<file path="config.mk">
export PLATFORM = sky130hd
export DESIGN_NAME = ir_sense_seq
export DESIGN_NICKNAME = d
export VERILOG_FILES = /design/src/rtl/ir_seq_pkg.sv /design/src/rtl/ir_period_timer.sv /design/src/rtl/ir_sense_seq.sv
export SDC_FILE = /design/constraint.sdc
export NUM_CORES = 1
export LEC_CHECK = 0
export CAP_MARGIN = 5
export CORE_UTILIZATION = 51
export DETAILED_ROUTE_END_ITERATION = 10
export PLACE_DENSITY = 0.79
export SYNTH_ARGS = -nofsm -noshare
export SYNTH_HDL_FRONTEND = slang
export SYNTH_SLANG_ARGS = --single-unit
</file>
<file path="constraint.sdc">
create_clock -name clk -period 2.2 [get_ports clk]
set_input_delay 0.33 -clock clk [delete_from_list [all_inputs] [get_ports clk]]
set_output_delay 0.33 -clock clk [all_outputs]
set_load 0.02 [all_outputs]
</file>
<file path="src/rtl/ir_seq_pkg.sv">
// Shared types and constants for the IR sense sequencer.
package ir_seq_pkg;

    localparam int unsigned NUM_CH   = 8;
    localparam int unsigned RES_W    = 12;
    localparam int unsigned CH_W     = 3;
    localparam int unsigned SETTLE_W = 16;

    localparam logic [CH_W-1:0] LAST_IDX = 3'd7;

    typedef enum logic [2:0] {
        IDLE,
        SETTLE,
        CONV,
        WAIT,
        DONE
    } state_t;

endpackage

</file>
<file path="src/rtl/ir_period_timer.sv">
// Free-running period counter; tick_c is high for the one cycle the count is all ones.
module ir_period_timer #(
    parameter int unsigned PERIOD_W = 17
) (
    input  logic clk,
    input  logic rst_n,
    output logic tick_c
);

    logic [PERIOD_W-1:0] timer;

    always_ff @(posedge clk or negedge rst_n) begin
        if (!rst_n) timer <= '0;
        else        timer <= timer + PERIOD_W'(1);
    end

    assign tick_c = &timer;

endmodule

</file>
<file path="src/rtl/ir_sense_seq.sv">
// Periodic IR emitter / A2D sequencer: settle, convert eight receivers, strobe IR_vld.
module ir_sense_seq
    import ir_seq_pkg::*;
#(
    parameter int unsigned PERIOD_W   = 17,
    parameter int unsigned SETTLE_CYC = 1024
) (
    input  logic             clk,
    input  logic             rst_n,
    input  logic             cnv_cmplt,
    input  logic [RES_W-1:0] res,
    output logic             strt_cnv,
    output logic [CH_W-1:0]  chnnl,
    output logic             IR_en,
    output logic [RES_W-1:0] IR_R0,
    output logic [RES_W-1:0] IR_R1,
    output logic [RES_W-1:0] IR_R2,
    output logic [RES_W-1:0] IR_R3,
    output logic [RES_W-1:0] IR_L0,
    output logic [RES_W-1:0] IR_L1,
    output logic [RES_W-1:0] IR_L2,
    output logic [RES_W-1:0] IR_L3,
    output logic             IR_vld
);

    logic                tick_c;
    state_t              state;
    state_t              nxt_state;
    logic [SETTLE_W-1:0] settle_cnt;
    logic [CH_W-1:0]     idx;
    logic [RES_W-1:0]    res_q [NUM_CH];
    logic                settle_done_c;
    logic                store_c;

    ir_period_timer #(.PERIOD_W(PERIOD_W)) u_timer (
        .clk    (clk),
        .rst_n  (rst_n),
        .tick_c (tick_c)
    );

    assign settle_done_c = (settle_cnt == SETTLE_W'(SETTLE_CYC - 1));
    assign store_c       = (state == WAIT) && cnv_cmplt;

    always_ff @(posedge clk or negedge rst_n) begin
        if (!rst_n) state <= IDLE;
        else        state <= nxt_state;
    end

    always_comb begin
        nxt_state = state;
        case (state)
            IDLE:    if (tick_c) nxt_state = SETTLE;
            SETTLE:  if (settle_done_c) nxt_state = CONV;
            CONV:    nxt_state = WAIT;
            WAIT:    if (cnv_cmplt) nxt_state = (idx == LAST_IDX) ? DONE : CONV;
            DONE:    nxt_state = IDLE;
            default: nxt_state = IDLE;
        endcase
    end

    // Outputs are registered from the next state so they line up with the state they describe.
    always_ff @(posedge clk or negedge rst_n) begin
        if (!rst_n) begin
            strt_cnv <= 1'b0;
            IR_vld   <= 1'b0;
            IR_en    <= 1'b0;
        end else begin
            strt_cnv <= (nxt_state == CONV);
            IR_vld   <= (nxt_state == DONE);
            IR_en    <= (nxt_state != IDLE);
        end
    end

    always_ff @(posedge clk or negedge rst_n) begin
        if (!rst_n) settle_cnt <= '0;
        else if (state == SETTLE) settle_cnt <= settle_cnt + SETTLE_W'(1);
        else settle_cnt <= '0;
    end

    always_ff @(posedge clk or negedge rst_n) begin
        if (!rst_n) idx <= '0;
        else if (store_c && (idx != LAST_IDX)) idx <= idx + CH_W'(1);
        else if (state == DONE) idx <= '0;
    end

    // Slot idx holds channel idx; results persist until the next sequence overwrites them.
    always_ff @(posedge clk or negedge rst_n) begin
        if (!rst_n) begin
            for (int i = 0; i < int'(NUM_CH); i++) res_q[i] <= '0;
        end else if (store_c) begin
            res_q[idx] <= res;
        end
    end

    assign chnnl = idx;
    assign IR_R0 = res_q[0];
    assign IR_L0 = res_q[1];
    assign IR_R1 = res_q[2];
    assign IR_L1 = res_q[3];
    assign IR_R2 = res_q[4];
    assign IR_L2 = res_q[5];
    assign IR_R3 = res_q[6];
    assign IR_L3 = res_q[7];

endmodule

</file>
# == Word-level counts from Yosys, hierarchy flattened ==
# Cells that the tools add are included.
# classes
n_addsub,3
n_mul,0
div,0
n_lt_le_gt_ge,2
eq_ne,9
n_shift,0
mux,11
bitwise,1
reduce_logical,7
# op_table
op,n
bitwise mux 96 bit,1
demux 12 bit (select 3 bit),1
two-way mux 3 bit,6
adder 17 x 1 -> 17 bit (second input constant),1
AND reduction 17 bit,1
adder 16 x 1 -> 16 bit (second input constant),1
equality test 16 x 10 -> 1 bit (second input constant),1
two-way mux 16 bit,1
two-way mux 12 bit,1
case mux 3 bit (4 select lines),1
equality test 3 x 2 -> 1 bit (second input constant),3
equality test 3 bit (second input constant),3
>= comparator 4 bit (second input constant),1
less-than comparator 4 x 1 -> 1 bit (second input constant),1
NOT 3 -> 4 bit,1
adder 3 x 1 -> 3 bit (second input constant),1
equality test 3 x 1 -> 1 bit (second input constant),1
logical AND 1 bit,3
zero test 3 bit,1
inequality test 3 bit (second input constant),1
nonzero test 3 bit,1
nonzero test 2 bit,1
# totals
ff_bits,138
latchBits,0
mem_bits_rw,0
romBits,0
inputBits,15
out_inout_bits,102
word_cells,48
memories,0

# == Logic depth before layout (Yosys ltp) ==
# depth
ltp_word,6
mapped_depth,8

# == Modules after synthesis ==
# Synthesis repeated with hierarchy kept, for this count alone.
# hier_totals
cells_unflattened,398
hier_area_um2,5671.7
# modules_own_cells
mod,instances,cells_per_inst,area_each_um2
ir_sense_seq,1,337,4874.7
ir_period_timer,1,61,797.0

# == Worst setup path before layout ==
# No wires, ideal clock.
# synth_timing
path_type,register to register
from,reg state[2]
to,"reg res_q, in the netlist IR_R1[10]"
t_arrival_ps,1564
path_slack_ps,508
stages_incl_launch_ff,6
synth_period_minus_slack_ps,1692
cell_sequence,dfrtp_1 -> and4b_4 -> nand2b_4 -> nor3b_4 -> buf_6 -> mux2_1
# synth_via
elab_chain_len,2
# synth_lines
item,line,text
start: declaration,ir_sense_seq.sv:27,state_t state;
start signal: assignment,ir_sense_seq.sv:46,else state <= nxt_state;
equality test 3 x 2 -> 1 bit,ir_sense_seq.sv:42,assign store_c = (state == WAIT) && cnv_cmplt;
logical AND 1 bit,ir_sense_seq.sv:42,
end signal: indexed assignment,ir_sense_seq.sv:91,res_q[idx] <= res;
end: declaration,ir_sense_seq.sv:31,logic [RES_W-1:0] res_q [NUM_CH];
# No other way between the ends.
# A chain may end at the register's enable or synchronous reset.

# == Worst setup path after layout ==
# layout_timing
from,"reg idx[1], in the netlist chnnl[1]"
to,out chnnl[1]
# layout_lines
item,line,text
start: declaration,ir_sense_seq.sv:30,logic [CH_W-1:0] idx;
start signal: assignment,ir_sense_seq.sv:82,else if (store_c && (idx != LAST_IDX)) idx <= idx + CH_W'(1);
end: declaration,ir_sense_seq.sv:13,"output logic [CH_W-1:0] chnnl,"
# No word-level cell between the ends.

==> results.md <==
* Critical path, cell by cell: clkdlybuf4s50_1
* Initial antenna violation count at 0
* Root Buffer: clkbuf_16
* Routed WL at 13200 µm
* Placed insts at 651
* Vias per cell at 5.36
* Rel. slew slack at 61.5%
* Fmax achieved at 0.467 GHz
* Hold Crit Class: in -> async
* Status: finished, final reports clean
* Vias at 3664
* I/O Buffers at 116
* Final setup violation count at 0
* Syn nets at 415
* RSZ-0062 raised after global routing: no
* Crit path launch type: flop
* Non-Filler Instances at 684
* Worst EP arrival at 1810 ps
* Max cap viols at 0
* Highest net fanout along the worst path at 11
* Core Region at 10900 µm²
* CTS HTree Levels at 4
* Final nets at 551
* Chip width at 108 µm
* Worst path slowest cell: clkdlybuf4s50_1
* CP delay by family, top: buffers and inverters
* Die area at 11700 µm²
* Final setup TNS at 0 ps
* First-pass GRT wire length at 20900 µm
* Final ANT Viol Nets at 0
* GRT Util Overall at 24.1%
* Worst skew pair latency at 410 ps
* GP Congestion at 0.785
* Maximum vdd drop at 0.494 mV
* Critical Path Sink Type: primary output
* Post-DP HPWL at 8610 µm
* Die Y-Extent at 108 µm
* Slew Limit Fails at 0
* Req. time, crit path at 1870 ps
* Cells after Synth at 395
* Most frequent cells in the layout: dfrtp_1 (137), clkdlybuf4s50_1 (115), mux2_2 (42)
* Drt pass-1 iters at 4
* Iter 0 DRT Violations at 139
* Num ports at 117
* Avg WL per Cell at 19.3 µm
* Slew @ Worst Pin at 573 ps
* Final Cycle Share at 97.3%
* Worst Path Buf+Inv at 1
* Number of global-route vias before repair at 3756
* Fraction of layout cells with a size suffix above 1 at 24.8%
* Largest net degree at the start of global routing at 48
* Starting density of the core at 52.8%
* Area delta synth->final at 33.9%
* Number of placement rows at 38
* Remaining routing DRC violations at 0
* Number of synthesized register bits at 138
* TritonCTS clock tree: built
* Commonest non-fill, non-tap cell in the layout: dfrtp_1
* Syn_area_per_cell at 14.6 µm²
* # diodes at 0
* Pwr Density at 1040 nW/µm²
* Hold Fails Final Rpt at 0
* Setup CP Type: reg -> out
* Largest stage delay on the critical path at 710 ps
* Longest Clk Path Bufs at 2
* Clock Sink Count at 138
* Leak at 3.75 nW
* Sequential share of the synthesized area at 59.8%
* Overflow after GRT at 0
* Skew final at 9.45 ps
* Ys Warns at 0
* Min cycle time layout at 2140 ps
* Synth Cell Area at 5770 µm²
* Clock slew at reported path FFs at 50 ps
* Cts bufs inserted at 17
* Netlist cell types at 41
==> layout make-up <==
type                            instances  area, µm²
Sequential cell                       138       3450
Fill cell                             727       3200
Multi-Input combinational cell        237       2180
Timing Repair Buffer                  130       1320
Clock buffer                           23        448
Tap cell                              140        175
Clock inverter                          9        123
Inverter                                7       26.3
==> sequential cells by signal, summed over array words and instances, names as in the netlist <==
register       cells
IR_L0             12
IR_vld             1
IR_L3             12
chnnl              3
state              3
u_timer.timer     17
strt_cnv           1
IR_R2             12
IR_R1             12
IR_R3             12
IR_L2             12
IR_en              1
IR_L1             12
IR_R0             12
settle_cnt        16
==> through the flow <==
stage	hold slack (ps)	util, %	setup slack, ps	cell area (µm²)	power (W)
after global routing	451	70.7	15.5	7730	0.00832
final	409	70.7	58.4	7730	0.00800
after detailed placement	287	65.4	79.7	7150	0.00523
after global placement	285	65.4	109	7150	0.00517
after CTS	423	70.7	33.7	7730	0.00805
after floorplan	34.4	-	508	5770	0.00426
==> cells in the mapped netlist, drive strengths merged <==
master	instances	area [µm²]
mux2i	1	10.0
a211o	2	17.5
and4b	2	23.8
clkbuf	2	7.51
nand2	21	81.3
a21oi	3	15.0
nand4	4	25.0
nand3	16	92.6
buf	11	101
nor2	25	96.4
and3	4	25.0
nor3	6	35.0
inv	7	26.3
mux2	97	1240
ha	5	62.6
nor3b	2	37.5
or3	2	12.5
a41o	1	10.0
nor4	4	40.0
nor2b	2	12.5
and2	3	21.3
nand2b	1	13.8
or3b	1	8.76
o21ai	7	35.0
and4	2	17.5
xnor2	15	131
nand3b	3	47.6
dfrtp	138	3450
xor2	8	70.1
==> routing by layer <==
layer  global-route usage (%)  vias up  part of all wire (%)
met1                     31.3     1870                    43
met2                     39.9      104                    51
met4                     8.78        0                   1.9
li1                         -     1661                     -
met3                     5.18       29                   4.2
met5                        0        -                     0
==> cell families after synthesis <==
logic type      Yosys count  share of synthesized area, %
buf+inv                  20                          2.34
simple gates             98                          10.2
flops                   138                          59.8
xor+xnor                 23                          3.49
compound gates           13                          1.34
fa+ha+maj                 5                          1.08
mux                      98                          21.7
==> final timing paths <==
path	slack (ps)	endpoint	depth (start not counted)	startpoint
worst min register to register	460	u_timer.timer[12]	1	u_timer.timer[12]
worst min-delay path	410	u_timer.timer[15]	2	rst_n
min in group clk	460	u_timer.timer[12]	1	u_timer.timer[12]
worst max register to register	340	IR_L2[10]	4	state[2]
worst max-delay path	60	chnnl[1]	1	chnnl[1]
max in group asynchronous	1070	IR_L0[7]	3	rst_n
==> power by group <==
part | leakage (nW) | total, W | internal [W] | switching, W
clock network | 0.279 | 0.00277 | 0.00177 | 0.00100
logic | 1.59 | 0.00198 | 0.00104 | 0.000945
registers | 1.87 | 0.00324 | 0.00291 | 0.000335
==> repair_timing <==
action / CTS / global route
setup buffers: 0 / 0
hold buffers: 1 / 0
resized for setup: 0 / 1
setup endpoints to repair: 0 / 1
endpoints found under the hold margin: 42 / 0
Power figures use the tool's default switching activity.
==> edit 1: new RTL, config.mk and constraints unchanged <==
Reset style: synchronous (`rst_n`), changed in 6 clocked blocks.
--- a/src/rtl/ir_period_timer.sv
+++ b/src/rtl/ir_period_timer.sv
@@ -9,7 +9,7 @@
 
     logic [PERIOD_W-1:0] timer;
 
-    always_ff @(posedge clk or negedge rst_n) begin
+    always_ff @(posedge clk) begin
         if (!rst_n) timer <= '0;
         else        timer <= timer + PERIOD_W'(1);
     end
--- a/src/rtl/ir_sense_seq.sv
+++ b/src/rtl/ir_sense_seq.sv
@@ -41,7 +41,7 @@
     assign settle_done_c = (settle_cnt == SETTLE_W'(SETTLE_CYC - 1));
     assign store_c       = (state == WAIT) && cnv_cmplt;
 
-    always_ff @(posedge clk or negedge rst_n) begin
+    always_ff @(posedge clk) begin
         if (!rst_n) state <= IDLE;
         else        state <= nxt_state;
     end
@@ -59,7 +59,7 @@
     end
 
     // Outputs are registered from the next state so they line up with the state they describe.
-    always_ff @(posedge clk or negedge rst_n) begin
+    always_ff @(posedge clk) begin
         if (!rst_n) begin
             strt_cnv <= 1'b0;
             IR_vld   <= 1'b0;
@@ -71,20 +71,20 @@
         end
     end
 
-    always_ff @(posedge clk or negedge rst_n) begin
+    always_ff @(posedge clk) begin
         if (!rst_n) settle_cnt <= '0;
         else if (state == SETTLE) settle_cnt <= settle_cnt + SETTLE_W'(1);
         else settle_cnt <= '0;
     end
 
-    always_ff @(posedge clk or negedge rst_n) begin
+    always_ff @(posedge clk) begin
         if (!rst_n) idx <= '0;
         else if (store_c && (idx != LAST_IDX)) idx <= idx + CH_W'(1);
         else if (state == DONE) idx <= '0;
     end
 
     // Slot idx holds channel idx; results persist until the next sequence overwrites them.
-    always_ff @(posedge clk or negedge rst_n) begin
+    always_ff @(posedge clk) begin
         if (!rst_n) begin
             for (int i = 0; i < int'(NUM_CH); i++) res_q[i] <= '0;
         end else if (store_c) begin
Function: same outputs for any inputs over 10 cycles, from zero or initial values and one cycle with rst_n low; that may be too few to reach the edited logic, so the function may still have changed.
==> edit 1 against the original RTL <==
- fmax up 7.3%
- final area down 3.1%
- routed wire length down 15%
- synthesized area down 5.3%
- setup slack gained 150 ps
- sequential cell count unchanged
Power is not compared: it rests on default switching activity, and its combinational part moved more than twofold at a synthesized area within 25%.
==> edit 1: results (changes against the original RTL) <==
synth:
  syn_nets: 439  # +5.8%
  synthMuxAreaShare_pct: 0.915  # -21 points
  seq_area_frac_synth_pct: 68.1  # +8.3 points
  synth-xor-area-share_pct: 3.04  # -0.45 points
  synth_edf_count: 96  # +96
  ys.flop_type: "edfxtp_1"
  synth_compound_area_share_pct: 2.88  # +1.5 points
  synthDistinctLibCells: 40  # -2.4%
  synthTopCellsByArea: "edfxtp_1 (53%), dfxtp_1 (15%), and2_1 (13%)"
  async_flop_share_pct: 0  # -100 points
  synthTopCellsByCount: "and2_1 (111), edfxtp_1 (96), dfxtp_1 (42), nor2_1 (23), nand2_1 (16)"
  synth-adder-area-share_pct: 1.14  # +0.060 points
  synth_area_per_cell_um2: 13.1  # -11%
worst_hold_path:
  hp-class: "reg2reg"
grt:
  grt_pass1_wl_mm: 17.5  # -16%
  grt_max_degree: 21  # -56%
  grt_antenna_before_repair: 0  # unchanged
  first_global_vias: 3387  # -9.8%
  gr-usage-all-layers_pct: 21.1  # -3.0 points
finish:
  drive_above_1_share_pct: 10.8  # -14 points
  top_regs: "res_q: 96 flops, u_timer.timer: 17 flops, settle_cnt: 16 flops"
  final_nets: 583  # +5.8%
setup_path:
  crit_arrival_ps: 1670  # -140 ps
  cp_max_fo: 8  # -3
  crit_family: "buffers and inverters"
  regToRegSetupSlack_ps: 290  # -50 ps
  critPathMaxStageDelay_ps: 670  # -40 ps
placed_design:
  gp_congestion: 0.807  # +2.8%
  place_ws_ps: 35.7  # -44.1 ps
  port_buffers: 116  # unchanged
  dp_cells: 680  # +4.5%
  place_area_mm2: 0.00695  # -2.8%
  hpwl_mm: 7.84  # -8.9%
clock_tree:
  post_cts_buffers: 0  # unchanged
  cts_buffers: 17  # unchanged
  cts_resized: 0  # unchanged
  clockBufferDepth: 2  # unchanged
  clkTransAtPathRegs_ps: 60
  worst_skew_pair.late_latency_ps: 510  # +100 ps
  cts-root-buf: "clkbuf_8"
  cts_max_level: 4  # unchanged
pwr:
  p_leak_uw: 0.00273
  peakVddDrop_mv: 0.473
timing:
  worst_clock_skew_ps: 9.90  # +0.450 ps
  fin_crit_sh_pct: 90.7  # -6.6 points
  fin_hold_ws_ps: 465  # +55.9 ps
  worst_slew_pin_slew_ps: 390  # -183 ps
drt:
  wire_per_inst_um: 15.7  # -18%
  drt_iter0_drc: 146  # +5.0%
  final_antenna_net_count: 0  # unchanged
  drtPass1Iterations: 5  # +1
  vias: 3618  # -1.3%
  wirelength_mm: 11.2  # -15%
outcome:
  status: "completed"
==> edit 1: cell type report <==
type                       instances  area (µm²)
multi-input combinational        263        1680
inverter                           3        11.3
clock buffer                      17         414
clock inverter                    15         129
tap                              136         170
timing repair buffer             140        1370
fill                             696        2880
sequential                       138        3720
==> edit 1: layer usage <==
layer  share of wire [%]  vias up  global-route usage (%)  routed length [µm]
li1                    -     1771                       -                   -
met1                  42     1690                    26.1                4730
met2                  50      144                    35.9                5570
met3                 6.8       13                    6.62                 757
met4                 1.0        0                    5.75                 117
met5                   0        -                       0                   0
==> edit 1: logic make-up after synthesis <==
kind of cell	Yosys count
xor gates and xnor gates	19
and+or+nand+nor	210
AOI/OAI and AO/OA	24
muxes	5
buffers and inverters	18
DFF	138
adders and majority gates	5
==> edit 1: worst paths after layout <==
path                                             startpoint                          end  cells past startpoint
worst max-delay path                  chnnl[1]$_SDFFE_PN0P_                     chnnl[1]                      1
worst min-delay path            u_timer.timer[0]$_SDFF_PN0_  u_timer.timer[0]$_SDFF_PN0_                      1
worst max register to register     settle_cnt[0]$_SDFF_PN0_          state[0]$_SDFF_PN0_                      5
worst min register to register  u_timer.timer[0]$_SDFF_PN0_  u_timer.timer[0]$_SDFF_PN0_                      1
==> edit 1: worst register-to-register path: stages, from the launching register on <==
cell     delay [ps]
dfxtp_1         370
ha_1            230
and4_1          300
nand3_1         190
or4_4           460
a22o_1          250
==> edit 1: power breakdown <==
part / switching [µW] / internal, µW / total, µW
Clock: 1130 / 1420 / 2560
Combinational: 232 / 198 / 430
Sequential: 37.3 / 2860 / 2900
Total: 1400 / 4490 / 5890
==> edit 2: new RTL, same flow settings <==
Made on the original files. `PERIOD_W` is set to 17 in 2 places; all go to 34.
--- a/src/rtl/ir_period_timer.sv
+++ b/src/rtl/ir_period_timer.sv
@@ -1,6 +1,6 @@
 // Free-running period counter; tick_c is high for the one cycle the count is all ones.
 module ir_period_timer #(
-    parameter int unsigned PERIOD_W = 17
+    parameter int unsigned PERIOD_W = 34
 ) (
     input  logic clk,
     input  logic rst_n,
--- a/src/rtl/ir_sense_seq.sv
+++ b/src/rtl/ir_sense_seq.sv
@@ -2,7 +2,7 @@
 module ir_sense_seq
     import ir_seq_pkg::*;
 #(
-    parameter int unsigned PERIOD_W   = 17,
+    parameter int unsigned PERIOD_W   = 34,
     parameter int unsigned SETTLE_CYC = 1024
 ) (
     input  logic             clk,
Behaviour: same outputs for any inputs over 10 cycles, from zero or initial values and one cycle with rst_n low; that may be too few to reach the edited logic, so the function may still have changed.
==> edit 2 against the original RTL <==
- the run now ends with DRC left
- non-clock buffer count grew 9
- critical path type is now reg2reg
- combinational power down 11%
- critical path depth is 3 higher
- routed wire length grew 2.0%
- sequential power grew 7.1%
- cell count up 12%
- clock skew decreased by 1.1 ps
- largest power group unchanged
- highest routed layer unchanged
- final area increased by 7.7%
- utilization decreased by 1.4 points
- setup slack improved by 83 ps
- synthesized area increased by 8.5%
- total power down 0.31%
- sequential cell count grew 17
==> edit 2: results (changes against the original RTL) <==
finish:
  top_regs: "u_timer.timer: 34 flops, settle_cnt: 16 flops"
  final_nets: 627  # +14%
  nFillCells: 865  # +19%
  final_cells: 765  # +12%
  drive_above_1_share_pct: 24.9  # +0.10 points
clock_tree:
  cts_max_level: 4  # unchanged
  post_cts_buffers: 0  # unchanged
  worst_skew_pair.late_latency_ps: 420
  clockBufferDepth: 2  # unchanged
  hold_buffers: 1  # unchanged
  clkTransAtPathRegs_ps: 60
setup_path:
  cp_max_fo: 5  # -6
  regToRegSetupSlack_ps: 140  # -200 ps
  crit_family: "simple AND/OR/NAND/NOR gates"
  slowest_stage: "or4_1"
  r2r_start: "settle_cnt[10]$_DFF_PN0_"
  r2r-end: "state[1]$_DFF_PN0_"
  crit_arrival_ps: 2400  # +590 ps
  critPathMaxStageDelay_ps: 530  # -180 ps
placed_design:
  gp_congestion: 0.726  # -7.6%
  port_buffers: 116  # unchanged
  place_ws_ps: 36.4  # -43.3 ps
  hpwl_mm: 9.52  # +11%
  dp_cells: 735  # +13%
timing:
  hold_violations: 0  # unchanged
  slew_headroom_pct: 51.9  # -9.6 points
  worst_clock_skew_ps: 8.32  # -1.13 ps
outcome:
  status: "complete, but fails checks"
  violations: "DRC"
worst_hold_path:
  hp-class: "in2async"
grt:
  use_met3_pct: 5.78  # +0.60 points
  grt_max_degree: 53  # +10%
  gr-usage-all-layers_pct: 23.0  # -1.1 points
  met2_usage_pct: 38.3  # -1.6 points
  grt_use_met1_pct: 28.9  # -2.4 points
  grt_pass1_wl_mm: 22.0  # +5.5%
  first_global_vias: 4241  # +13%
synth:
  async_flop_share_pct: 100  # unchanged
  synth_area_per_cell_um2: 13.5  # -7.5%
  synthDistinctLibCells: 37  # -9.8%
  synthTopCellsByArea: "dfrtp_1 (62%), mux2_2 (17%), xnor2_1 (4.6%)"
  synth_top_area_cell: "dfrtp_1"
  synthTopCellsByCount: "dfrtp_1 (155), mux2_2 (96), xnor2_1 (33), nor2_1 (28), nand2_1 (23)"
  syn_nets: 482  # +16%
  seq_area_frac_synth_pct: 62.0  # +2.1 points
drt:
  wirelength_mm: 13.4  # +2.0%
  drt_iter0_drc: 234  # +68%
  vias: 4148  # +13%
  drtPass1Iterations: 8  # +4
  route.detailed.drc: 1  # +1
pwr:
  p_leak_uw: 0.00381  # +1.7%
  peakVddDrop_mv: 0.520  # +5.2%
[edit 2: layout make-up]
| class | count | area share, % |
|---|---|---|
| clock inverters | 7 | 1.13 |
| well taps | 147 | 2.21 |
| flip-flops and latches | 155 | 46.6 |
| clock buffers | 22 | 5.58 |
| inverters | 7 | 0.316 |
| multi-input cells | 288 | 27.8 |
| repair buffers | 139 | 16.4 |
[edit 2: report_power, final]
part           internal [µW]  switching (µW)
Sequential              3210             260
Clock                   1710            1050
Combinational            881             874
Total                   5800            2180
[edit 2: worst max path at each step]
stage | start | end | slack [ps] | cells past startpoint
after global routing | settle_cnt[10]$_DFF_PN0_ | state[1]$_DFF_PN0_ | 40 | 4
after detailed placement | cnv_cmplt | IR_R1[4]$_DFFE_PN0P_ | 40 | 6
after global placement | cnv_cmplt | IR_R1[7]$_DFFE_PN0P_ | 100 | 6
after floorplan | settle_cnt[12]$_DFF_PN0_ | state[1]$_DFF_PN0_ | 260 | 4
final | settle_cnt[10]$_DFF_PN0_ | state[1]$_DFF_PN0_ | 140 | 4
after CTS | settle_cnt[10]$_DFF_PN0_ | state[1]$_DFF_PN0_ | 140 | 4
[edit 2: metal layers]
layer  share of wire (%)  vias up
met5                   0        -
met4                 1.6        0
met3                 4.3       19
met2                  50      119
met1                  44     2087
li1                    -     1923
[edit 2: logic make-up after synthesis]
| kind of cell | count (synthesis) | share of synthesized area, % |
|---|---|---|
| compound gates | 12 | 0.999 |
| simple gates | 133 | 11.7 |
| xor+xnor | 43 | 6.02 |
| flops | 155 | 62.0 |
| buf+inv | 20 | 1.32 |
| mux | 96 | 17.3 |
| fa+ha+maj | 4 | 0.799 |
[edit 2: metrics by stage]
step	hold WS, ps	instance area [µm²]
after floorplan	34.4	6260
after detailed placement	319	7760
final	441	8320
after global routing	475	8320
after CTS	440	8320
after global placement	317	7760
